$ cat config.mk
export PLATFORM = sky130hd
export DESIGN_NAME = keypad_debouncer_flat
export DESIGN_NICKNAME = d
export VERILOG_FILES = /design/src/rtl/keypad_debouncer_if.sv /design/src/rtl/keypad_debouncer.sv /design/src/flat_wrapper.sv
export SDC_FILE = /design/constraint.sdc
export NUM_CORES = 1
export LEC_CHECK = 0
export ABC_AREA = 1
export BUFFER_PORTS_ARGS = -buffer_cell sky130_fd_sc_hd__buf_4
export CAP_MARGIN = 20
export CORE_UTILIZATION = 60
export DETAILED_ROUTE_END_ITERATION = 12
export HOLD_SLACK_MARGIN = 0.03
export PLACE_DENSITY_LB_ADDON = 0.08
export SYNTH_ARGS = -nofsm -noshare
export SYNTH_HDL_FRONTEND = slang
export SYNTH_SLANG_ARGS = --single-unit
$ cat constraint.sdc
create_clock -name clk -period 2.19 [get_ports clk]
set_clock_uncertainty 0.15 [all_clocks]
set_input_delay 0.219 -clock clk [delete_from_list [all_inputs] [get_ports clk]]
set_output_delay 0.219 -clock clk [all_outputs]
set_load 0.05 [all_outputs]
$ cat src/rtl/keypad_debouncer_if.sv
// rtl/keypad_debouncer_if.sv - raw switch lines in, conditioned key/button levels out
interface keypad_debouncer_if;
  logic [9:0] keypad_raw;
  logic       startn_raw;
  logic       stopn_raw;
  logic       clearn_raw;
  logic [9:0] keypad;
  logic [3:0] key_code;
  logic       key_strobe;
  logic       startn;
  logic       stopn;
  logic       clearn;

  modport master (
    output keypad_raw, startn_raw, stopn_raw, clearn_raw,
    input  keypad, key_code, key_strobe, startn, stopn, clearn
  );

  modport slave (
    input  keypad_raw, startn_raw, stopn_raw, clearn_raw,
    output keypad, key_code, key_strobe, startn, stopn, clearn
  );
endinterface

$ cat src/rtl/keypad_debouncer.sv
// rtl/keypad_debouncer.sv - synchronise and debounce front-panel keys/buttons, single-key lockout FSM
module keypad_debouncer #(
  parameter int STABLE_CYCLES = 50000,
  parameter int CNT_W         = 16
) (
  input  logic               clk,
  input  logic               rst,
  keypad_debouncer_if.slave  io
);
  // Packed order {clearn, stopn, startn, keys}; buttons idle high, keys idle low.
  localparam logic [12:0]      IDLE_VAL = {3'b111, 10'b0};
  localparam logic [CNT_W-1:0] LAST     = CNT_W'(STABLE_CYCLES - 1);
  localparam logic [CNT_W-1:0] ONE      = CNT_W'(1);

  typedef enum logic [1:0] {S_IDLE, S_PRESSED, S_LOCKOUT} state_t;

  logic [12:0]      sync1_q, sync2_q;
  logic [9:0]       ks2;
  logic [2:0]       bs2;
  logic [9:0]       kprev_q, kacc_q, kacc_d;
  logic [CNT_W-1:0] kcnt_q, kcnt_d;
  logic [2:0]       bprev_q, bacc_q, bacc_d;
  logic [CNT_W-1:0] bcnt_q [3];
  logic [CNT_W-1:0] bcnt_d [3];
  state_t           state_q, state_d;
  logic [9:0]       keypad_q, keypad_d;
  logic [3:0]       key_code_q, key_code_d;
  logic             strobe_q, strobe_d;
  logic [3:0]       kidx;
  logic             kv_one;

  assign ks2 = sync2_q[9:0];
  assign bs2 = sync2_q[12:10];

  always_comb begin
    kcnt_d = kcnt_q;
    kacc_d = kacc_q;
    if (ks2 != kprev_q) begin
      kcnt_d = '0;
    end else if (ks2 == kacc_q) begin
      kcnt_d = '0;
    end else if (kcnt_q == LAST) begin
      kacc_d = ks2;
      kcnt_d = '0;
    end else begin
      kcnt_d = kcnt_q + ONE;
    end
  end

  always_comb begin
    bacc_d = bacc_q;
    for (int i = 0; i < 3; i++) begin
      bcnt_d[i] = bcnt_q[i];
      if (bs2[i] != bprev_q[i]) begin
        bcnt_d[i] = '0;
      end else if (bs2[i] == bacc_q[i]) begin
        bcnt_d[i] = '0;
      end else if (bcnt_q[i] == LAST) begin
        bacc_d[i] = bs2[i];
        bcnt_d[i] = '0;
      end else begin
        bcnt_d[i] = bcnt_q[i] + ONE;
      end
    end
  end

  always_comb begin
    kidx = 4'd0;
    for (int i = 0; i < 10; i++) begin
      if (kacc_q[i]) kidx = 4'(i);
    end
    kv_one = (kacc_q != 10'd0) && ((kacc_q & (kacc_q - 10'd1)) == 10'd0);
  end

  // Lockout: any multi-key or changed-key episode must fully release before a new press counts.
  always_comb begin
    state_d    = state_q;
    keypad_d   = keypad_q;
    key_code_d = key_code_q;
    strobe_d   = 1'b0;
    case (state_q)
      S_IDLE: begin
        if (kacc_q != 10'd0) begin
          if (kv_one) begin
            state_d    = S_PRESSED;
            keypad_d   = kacc_q;
            key_code_d = kidx;
            strobe_d   = 1'b1;
          end else begin
            state_d  = S_LOCKOUT;
            keypad_d = 10'd0;
          end
        end
      end
      S_PRESSED: begin
        if (kacc_q == 10'd0) begin
          state_d  = S_IDLE;
          keypad_d = 10'd0;
        end else if (kacc_q != keypad_q) begin
          state_d  = S_LOCKOUT;
          keypad_d = 10'd0;
        end
      end
      S_LOCKOUT: begin
        keypad_d = 10'd0;
        if (kacc_q == 10'd0) state_d = S_IDLE;
      end
      default: begin
        state_d  = S_IDLE;
        keypad_d = 10'd0;
      end
    endcase
  end

  always_ff @(posedge clk) begin
    if (rst) begin
      sync1_q    <= IDLE_VAL;
      sync2_q    <= IDLE_VAL;
      kprev_q    <= 10'd0;
      kacc_q     <= 10'd0;
      kcnt_q     <= '0;
      bprev_q    <= 3'b111;
      bacc_q     <= 3'b111;
      for (int i = 0; i < 3; i++) bcnt_q[i] <= '0;
      state_q    <= S_IDLE;
      keypad_q   <= 10'd0;
      key_code_q <= 4'd0;
      strobe_q   <= 1'b0;
    end else begin
      sync1_q    <= {io.clearn_raw, io.stopn_raw, io.startn_raw, io.keypad_raw};
      sync2_q    <= sync1_q;
      kprev_q    <= ks2;
      kacc_q     <= kacc_d;
      kcnt_q     <= kcnt_d;
      bprev_q    <= bs2;
      bacc_q     <= bacc_d;
      for (int i = 0; i < 3; i++) bcnt_q[i] <= bcnt_d[i];
      state_q    <= state_d;
      keypad_q   <= keypad_d;
      key_code_q <= key_code_d;
      strobe_q   <= strobe_d;
    end
  end

  assign io.keypad     = keypad_q;
  assign io.key_code   = key_code_q;
  assign io.key_strobe = strobe_q;
  assign io.startn     = bacc_q[0];
  assign io.stopn      = bacc_q[1];
  assign io.clearn     = bacc_q[2];
endmodule

$ cat src/flat_wrapper.sv
// flat-port wrapper written by rule: the top's interface ports become plain ports
module keypad_debouncer_flat 
#(
  parameter int STABLE_CYCLES = 50000,
  parameter int CNT_W         = 16
)
  (clk, rst, io_keypad_raw, io_startn_raw, io_stopn_raw, io_clearn_raw, io_keypad, io_key_code, io_key_strobe, io_startn, io_stopn, io_clearn);
  keypad_debouncer_if io_i ();
  input  logic clk;
  input  logic rst;
  input wire logic [$bits(io_i.keypad_raw)-1:0] io_keypad_raw;
  input wire logic [$bits(io_i.startn_raw)-1:0] io_startn_raw;
  input wire logic [$bits(io_i.stopn_raw)-1:0] io_stopn_raw;
  input wire logic [$bits(io_i.clearn_raw)-1:0] io_clearn_raw;
  output wire logic [$bits(io_i.keypad)-1:0] io_keypad;
  output wire logic [$bits(io_i.key_code)-1:0] io_key_code;
  output wire logic [$bits(io_i.key_strobe)-1:0] io_key_strobe;
  output wire logic [$bits(io_i.startn)-1:0] io_startn;
  output wire logic [$bits(io_i.stopn)-1:0] io_stopn;
  output wire logic [$bits(io_i.clearn)-1:0] io_clearn;
  assign io_i.keypad_raw = io_keypad_raw;
  assign io_i.startn_raw = io_startn_raw;
  assign io_i.stopn_raw = io_stopn_raw;
  assign io_i.clearn_raw = io_clearn_raw;
  assign io_keypad = io_i.keypad;
  assign io_key_code = io_i.key_code;
  assign io_key_strobe = io_i.key_strobe;
  assign io_startn = io_i.startn;
  assign io_stopn = io_i.stopn;
  assign io_clearn = io_i.clearn;
  keypad_debouncer #(.STABLE_CYCLES(STABLE_CYCLES), .CNT_W(CNT_W)) u_core (.clk(clk), .rst(rst), .io(io_i));
endmodule
* After elaboration in Yosys (flattened, before gate mapping)
Memory sizes are Yosys's and may differ from the RTL's.
Cells that the tools add are included.
** Word-level totals
- Memory bits (read-only) :: 0
- Register bits after elaboration :: 85
- Bits in latches :: 0
- Logic and storage cells :: 101
- Memories kept :: 1
- Output and inout bits :: 18
- Input bits :: 15
- RAM bits :: 48
** Cells by class
- Shift operators :: 0
- Add/subtract/negate cells :: 5
- Bitwise gates (word level) :: 14
- Reduce and logical (&&, ||, !) cells :: 14
- Magnitude comparators :: 0
- Divide/modulo/power cells :: 0
- Equal/unequal tests :: 18
- Multiplexer cells :: 36
- Multipliers :: 0
** Memory list
- u_core.bcnt_q :: words 3, bits a word 16, read ports 3, clocked after Yosys merged registers in 0, wr ports 3, line keypad_debouncer.sv:23 : logic [CNT_W-1:0] bcnt_q [3];
** Operators with widths (count)
- $mux 16 :: 12
- $add 16x1->16 const B :: 4
- $eq 16x16->1 const B :: 4
- $mux 10 :: 4
- $logic_not 10->1 :: 2
- $ne 10x10->1 :: 2
- $pmux 10 s2 :: 1
- $reduce_and 3->1 :: 6
- $mux 2 :: 7
- $mux 3 :: 4
- $and 10x10->10 :: 1
- $eq 10x10->1 :: 1
- $not 1->1 :: 10
- $reduce_bool 10->1 :: 1
- $sub 10x1->10 const B :: 1
- $mux 4 :: 2
- $pmux 2 s3 :: 1
- $mux 1 :: 5
- $ne 2x1->1 const B :: 2
- $reduce_or 4->1 :: 1
- $eq 1x1->1 :: 3
- $ne 1x1->1 :: 3
- $ne 3x1->1 const B :: 1
- $or 1x1->1 :: 3
- other kinds (6) :: 6

* Longest topological paths before layout
Gate-level depths: netlist of the first run.
- Word-level depth :: 9
- Mapped depth :: 13
- Depth with buffers taken out :: 12

* Worst setup path before layout of the first run
OpenSTA, ideal clock, no wires.
- Kind :: register -> register
- Start point :: mem u_core.bcnt_q[2][0], in the netlist u_core.bcnt_q[0][32]
- End point :: mem u_core.bcnt_q[2][12], in the netlist u_core.bcnt_q[0][44]
- Path slack :: 0.339 ns
- Arrival time :: 1.581 ns
- Stages on the path, launching flop included :: 11
- Path buffers :: 0
- Cell sequence :: dfxtp_1 ha_1 nand2_1 nor2_1 inv_1 nor3_1 nand2_1 nor2_1 nand3_1 o21ai_0 a21oi_1
** RTL lines (line)
- from (decl) :: keypad_debouncer.sv:23

* Worst setup path after layout of the first run
- Start point :: reg u_core.kcnt_q[0]
- End point :: reg u_core.kcnt_q[4]
** On the way
- Cells in the longest elaborated chain, start to end :: 2
- Elaborated cells on any way between the ends :: 3
- Those cells by class :: 1 x add/sub; 1 x eq/ne; 1 x reduce/logical
** RTL lines
- from (decl) :: line keypad_debouncer.sv:21 : logic [CNT_W-1:0] kcnt_q, kcnt_d;
- from (signal assigned) :: line keypad_debouncer.sv:134 : kcnt_q <= kcnt_d;
- branches (longest 2 deep; another with $add 16x1->16)
Several ways; the timed one is not identified.
A chain may end at the register's enable or synchronous reset.

==> results of run 1 <==
-- how the worst min path moves through the flow --
| stage | from | to | slack, ps | depth (start not counted) |
|---|---|---|---|---|
| finish | u_core.sync1_q[6] | u_core.sync2_q[6] | 250 | 2 |
| global route | u_core.sync1_q[0] | u_core.sync2_q[0] | 270 | 2 |
| CTS | u_core.sync1_q[6] | u_core.sync2_q[6] | 250 | 2 |
| detailed placement | u_core.sync1_q[6] | u_core.sync2_q[6] | 240 | 2 |
| global placement | u_core.sync1_q[7] | u_core.sync2_q[7] | 240 | 2 |
| floorplan | io_startn_raw | u_core.sync1_q[10] | 170 | 1 |
-- synth_stat cells, types with 7 or more instances --
| library cell | count | area share, % |
|---|---|---|
| clkbuf_1 | 8 | 0.52 |
| a21oi_1 | 39 | 3.4 |
| xor2_1 | 17 | 2.6 |
| nand3_1 | 53 | 4.6 |
| inv_1 | 122 | 7.9 |
| nor3_1 | 22 | 1.9 |
| or2_2 | 14 | 1.5 |
| nand2_1 | 162 | 10 |
| dfxtp_1 | 133 | 46 |
| nor3b_1 | 7 | 0.91 |
| o21ai_0 | 20 | 1.7 |
| nand4_1 | 20 | 2.2 |
| nor2_1 | 131 | 8.5 |
-- final cells by class --
class,instances,area [sq um]
clock inverters,7,97.59
well taps,129,161.4
repair buffers,63,515.5
flip-flops and latches,133,2663
fillers,728,2345
clock buffers,24,470.5
inverters,123,461.7
multi-input cells,530,2570
-- timing repair --
item                       CTS  global route
hold endpoints to repair    29             0
hold buffers                17             0
setup buffers                0             1
setup endpoints to repair    0            16
resized for setup            0             4
-- registers in the layout, summed over array words and instances, names as in the netlist --
register              count
u_core.bacc_q             3
u_core.bcnt_q            48
u_core.bprev_q            3
u_core.io.key_code        4
u_core.io.key_strobe      1
u_core.io.keypad         10
u_core.kacc_q            10
u_core.kcnt_q            16
u_core.kprev_q           10
u_core.state_q            2
u_core.sync1_q           13
u_core.sync2_q           13
-- logic make-up (layout without fill, tap and decap cells) --
kind of cell	after synthesis	after routing	share of synthesized area, %
buffers and inverters	143	217	10.02
AO/OA/AOI/OAI	73	73	6.975
flip-flops	133	133	45.95
adder cells (fa/ha/maj)	4	4	0.8638
AND/OR/NAND/NOR	432	432	33.02
XOR/XNOR	21	21	3.174
-- where the power goes --
group / leakage, nW / total [mW] / switching, mW / internal (mW)
sequential: 1.08 / 2.47 / 0.0177 / 2.45
combinational: 1.62 / 0.151 / 0.0790 / 0.0722
clock: 0.271 / 2.70 / 0.992 / 1.71
total: 2.97 / 5.32 / 1.09 / 4.23
-- layer usage --
layer	up-vias	wire length (microns)	share of wire [%]	track usage, %
li1	2650	-	-	-
met1	2306	5210	44	27.57
met2	84	6066	51	46.21
met3	16	372	3.2	5.780
met4	0	151	1.3	8.696
met5	-	0	0	0
-- through the flow --
stage / power [mW] / hold slack, ps / worst slack, ps / TNS, ps
after floorplan: 2.602 / 172.8 / 339.5 / 0
after global placement: 2.639 / 239.4 / 261.9 / 0
after detailed placement: 2.647 / 241.6 / 153.2 / 0
after CTS: 5.355 / 249.4 / 142.8 / 0
after global routing: 5.471 / 265.1 / -14.21 / -14.21
final: 5.318 / 249.3 / 215.1 / 0
-- worst max-delay path, delay by kind of cell (launching register included) --
family,cells,cell delay [ps]
adders and majority gates,1,210
AOI/OAI and AO/OA,1,50
and+or+nand+nor,5,800
DFF,1,360
buffers and inverters,2,280
==> metrics.cfg, run 1 <==
[layout]
drive_gt1_share_pct = 12.27
final_cell_mix = nand2_1 (162), dfxtp_1 (133), nor2_1 (130), inv_1 (122), nand3_1 (53)
final_common_cell = nand2_1
nNetsFinal = 887
area_growth_pct = 19.76
fin_util_pct = 74.74
final_cell_area_sq_um = 6939
fin_cells = 1009
antenna_cells = 0

[setup_path]
crit_path_cell_trace = ha_1, nand2_1, inv_1, nand3_1, nor4_2, nor2_1, nand2_1, buf_4, a21oi_1
crit_type = flip-flop to flip-flop
reg2reg_depth = 9
cp-start-kind = flip-flop
crit_arrival_ps = 2230
critPathCapture = u_core.kcnt_q[4]
cp_slowest_cell = dfxtp_1
slowest_delay_ps = 360
cp.required_ps = 2440
r2r_end = u_core.kcnt_q[4]
reg2reg_slack_ps = 220
crit_top_cell = nand2_1
cp_max_fo = 7
end_kind = flip-flop
r2r-start = u_core.kcnt_q[0]
crit_start = u_core.kcnt_q[0]

[sta]
drv_slew = 0
tightest_slew_ps = 398.2
hold_viol = 0
period_needed_ps = 1975
finalSetupViolCount = 0
fmax_mhz = 506.3
slew_headroom_pct = 73.25
period_share_pct = 90.18

[grt]
grt_overflow = 0
grt_pass1_vias = 4803
track_usage_pct = 24.85
grt_pass1_wl_mm = 20.04
grt_max_degree = 25
antenna_found_initial = 0

[route]
vias = 5056
via_per_inst = 5.011
drt-wirelength-per-cell_microns = 11.70
drt_iter0_drc = 173
drt_wl_total_mm = 11.80
drc = 0
antenna_left = 0
drtPass1Iterations = 5

[run]
drv_cap = 0

[floorplanning]
rows = 35
die_w_microns = 100.3
die_area_sq_um = 10050
core_sq_um = 9284
die_y_microns = 100.3
io_pins = 33
start_util_pct = 62.41

[yosys]
ys_async_sr_fraction_pct = 0
ys_seq_area_share_pct = 45.95
ys.flop_type = dfxtp_1
synth-seq-cells = 133
syn-mean-instance-area_sq_um = 7.189
ys_warn_count = 0
synth_fp_nets = 825
synth_edf_count = 0
synth_area_sq_um = 5794
syn_inst = 806
synth_cell_type_count = 36

[pwr]
vdd_drop_max_uv = 746.4
powerDensity_nw_per_um2 = 766.4
p_leak_nw = 2.974

[clock_network]
worstSkewPairLatency_ps = 520
h-tree-depth = 4
numCtsBuffers = 17
clkTransAtPathRegs_ps = 60
clockBufferDepth = 2
cts_tree = yes
clkSinkCount = 133
ctsRootBufferMaster = clkbuf_8

[placement]
placed_area_sq_um = 6175
io_buffers = 32
dp_cells = 960
finalWeightedCongestion = 0.8185
hpwl_mm = 8.118

[hold_path]
hp-class = flip-flop to flip-flop

[outcome]
outcome = completed

Note: power is estimated with default switching activity, not from simulation.
==> run 2, diff against run 1 <==
GPL_TIMING_DRIVEN = 0   (was unset)
==> metrics.cfg, run 2 (synthesis gave the netlist of run 1 again) <==
[clock_network]
cts_tree = yes  ; unchanged
clkTransAtPathRegs_ps = 60  ; about the same
clkSinkCount = 133  ; unchanged
h-tree-depth = 4  ; unchanged
worstSkewPairLatency_ps = 520  ; about the same
numCtsBuffers = 17  ; unchanged
ctsRootBufferMaster = clkbuf_8  ; unchanged
clockBufferDepth = 2  ; unchanged
cts_setup_buffers = 0  ; unchanged

[sta]
rsz0062_at_grt = false
period_share_pct = 90.63  ; was 90.18%
final.setup.tns_ps = 0  ; unchanged
hold_viol = 0  ; unchanged
slew_headroom_pct = 55.14  ; was 73.25%
drv_slew = 0  ; unchanged
fmax_mhz = 503.8  ; was 506.3 MHz
period_needed_ps = 1985  ; was 1975 ps
setup_ws_ps = 205.2  ; was 215.1 ps
finalSetupViolCount = 0  ; unchanged
tightest_slew_ps = 666.8  ; was 398.2 ps

[grt]
antenna_found_initial = 0  ; unchanged
grt_pass1_vias = 4949  ; was 4,803
track_usage_pct = 25.99  ; was 24.85%
grt_pass1_wl_mm = 20.73  ; was 20.04 mm
grt_overflow = 0  ; unchanged
grt_max_degree = 17  ; was 25

[layout]
area_growth_pct = 18.96  ; was 19.76%
final_common_cell = nand2_1  ; unchanged
top_register = u_core.bcnt_q  ; unchanged
antenna_cells = 0  ; unchanged
nFillCells = 743  ; was 728
drive_gt1_share_pct = 12.12  ; was 12.27%
final_cell_mix = nand2_1 (161), dfxtp_1 (133), nor2_1 (130), inv_1 (122), nand3_1 (53)  ; was nand2_1 (162), dfxtp_1 (133), nor2_1 (130), inv_1 (122), nand3_1 (53)
largest_reg_flops = 48  ; unchanged
nNetsFinal = 889  ; was 887
multi_input_area_sq_um = 2577  ; was 2570 sq um
reg_top3 = u_core.bcnt_q x48, u_core.kcnt_q x16  ; unchanged
regArea_sq_um = 2663  ; unchanged

[setup_path]
critical_path_buf_inv_count = 1  ; was 2
cp_slowest_cell = nor4_1  ; was dfxtp_1
crit_path_cell_trace = nand3_1, nor2_1, nand2_1, nor4_1, nand2_1, o21bai_1, inv_1, nor2_1  ; was ha_1, nand2_1, inv_1, nand3_1, nor4_2, nor2_1, nand2_1, buf_4, a21oi_1
cp-start-kind = flip-flop  ; unchanged
crit_arrival_ps = 2290  ; was 2230 ps
cp_max_fo = 4  ; was 7
critPathTopFamily = simple AND/OR/NAND/NOR gates  ; unchanged
cp.required_ps = 2490  ; was 2440 ps
slowest_delay_ps = 520  ; was 360 ps
crit_type = flip-flop to flip-flop  ; unchanged
end_kind = flip-flop  ; unchanged

[run]
drv_cap = 0  ; unchanged

[floorplanning]
io_pins = 33  ; unchanged
die_y_microns = 100.3  ; unchanged
start_util_pct = 62.41  ; unchanged
rows = 35  ; unchanged
die_w_microns = 100.3  ; unchanged
die_area_sq_um = 10050  ; unchanged
core_sq_um = 9284  ; unchanged

[pwr]
power.internal_mw = 4.080  ; was 4.230 mW
netSwitchingPower_mw = 1.092  ; was 1.089 mW
powerDensity_nw_per_um2 = 750.4  ; was 766.4 nW/um^2
p_clk_share_pct = 49.4  ; was 50.7%
vdd_drop_max_uv = 729.8  ; was 746.4 uV
comb_power_share_pct = 2.9  ; was 2.8%
swShare_pct = 21.11  ; was 20.47%
p_leak_nw = 2.943  ; was 2.974 nW
pwr-share-seq_pct = 47.7  ; was 46.4%

[route]
drt_wl_total_mm = 11.94  ; was 11.80 mm
antenna_left = 0  ; unchanged
drt_iter0_drc = 205  ; was 173
drt-wirelength-per-cell_microns = 11.80  ; was 11.70 microns
drtPass1Iterations = 4  ; was 5
drc = 0  ; unchanged
via_per_inst = 5.057  ; was 5.011
vias = 5118  ; was 5,056

[hold_path]
hp-class = flip-flop to flip-flop  ; unchanged

[placement]
finalWeightedCongestion = 0.8517  ; was 0.8185
io_buffers = 31  ; was 32
dp_slack_ps = 24.31  ; was 153.2 ps
hpwl_mm = 8.327  ; was 8.118 mm

[outcome]
outcome = completed  ; unchanged

-- run 2: power by group through the flow --
| stage | Sequential [mW] | Combinational, mW | Clock, mW |
|---|---|---|---|
| after floorplan | 2.52 | 0.0855 | 0 |
| after global placement | 2.52 | 0.122 | 0 |
| after global routing | 2.47 | 0.169 | 2.70 |
| final | 2.47 | 0.148 | 2.55 |
| after CTS | 2.47 | 0.148 | 2.59 |
| after detailed placement | 2.52 | 0.126 | 0 |
-- run 2: worst paths after layout --
path / start / end / slack, ps / cells after the start
max reg2reg: u_core.kcnt_q[2] / u_core.kcnt_q[15] / 210 / 8
max: u_core.kcnt_q[2] / u_core.kcnt_q[15] / 210 / 8
min: u_core.sync1_q[3] / u_core.sync2_q[3] / 250 / 2
min reg2reg: u_core.sync1_q[3] / u_core.sync2_q[3] / 250 / 2
-- run 2: layer usage --
metal	vias up	routed length, microns	global-route usage (%)
met5	-	0	0
li1	2660	-	-
met3	22	397	5.989
met1	2339	5138	28.97
met2	97	6192	47.47
met4	0	212	10.70
-- run 2: worst register-to-register path, stage by stage, from the launching register on --
cell and delay, ps:
dfxtp_1 370, nand3_1 160, nor2_1 120, nand2_1 100
nor4_1 520, nand2_1 170, o21bai_1 160, inv_1 60
nor2_1 110
-- run 2: final cells by class --
cell class,instances,share of cell area [%]
Tap cell,129,2.342
Buffer,20,1.743
Inverter,123,6.698
Sequential cell,133,38.63
Multi-Input combinational cell,530,37.39
Clock inverter,8,1.107
Clock buffer,24,6.680
Timing Repair Buffer,45,5.409
-- run 2: timing repair --
item / CTS / global route
hold endpoints to repair: 28 / 0
endpoints found under the setup margin: 2 / 22
gates cloned: 0 / 0
hold buffers: 14 / 0
resized for setup: 1 / 7
-- run 2: through the flow --
stage	utilization (%)	hold slack [ps]	area, sq um	cells	power (mW)
2_1_floorplan	-	172.8	5794	806	2.602
3_3_place_gp	66.66	239.2	6188	966	2.642
3_5_place_dp	66.66	242.0	6188	966	2.647
4_1_cts	74.00	249.8	6870	1012	5.206
5_1_grt	74.25	261.6	6893	1012	5.343
6_report	74.25	249.2	6893	1012	5.172
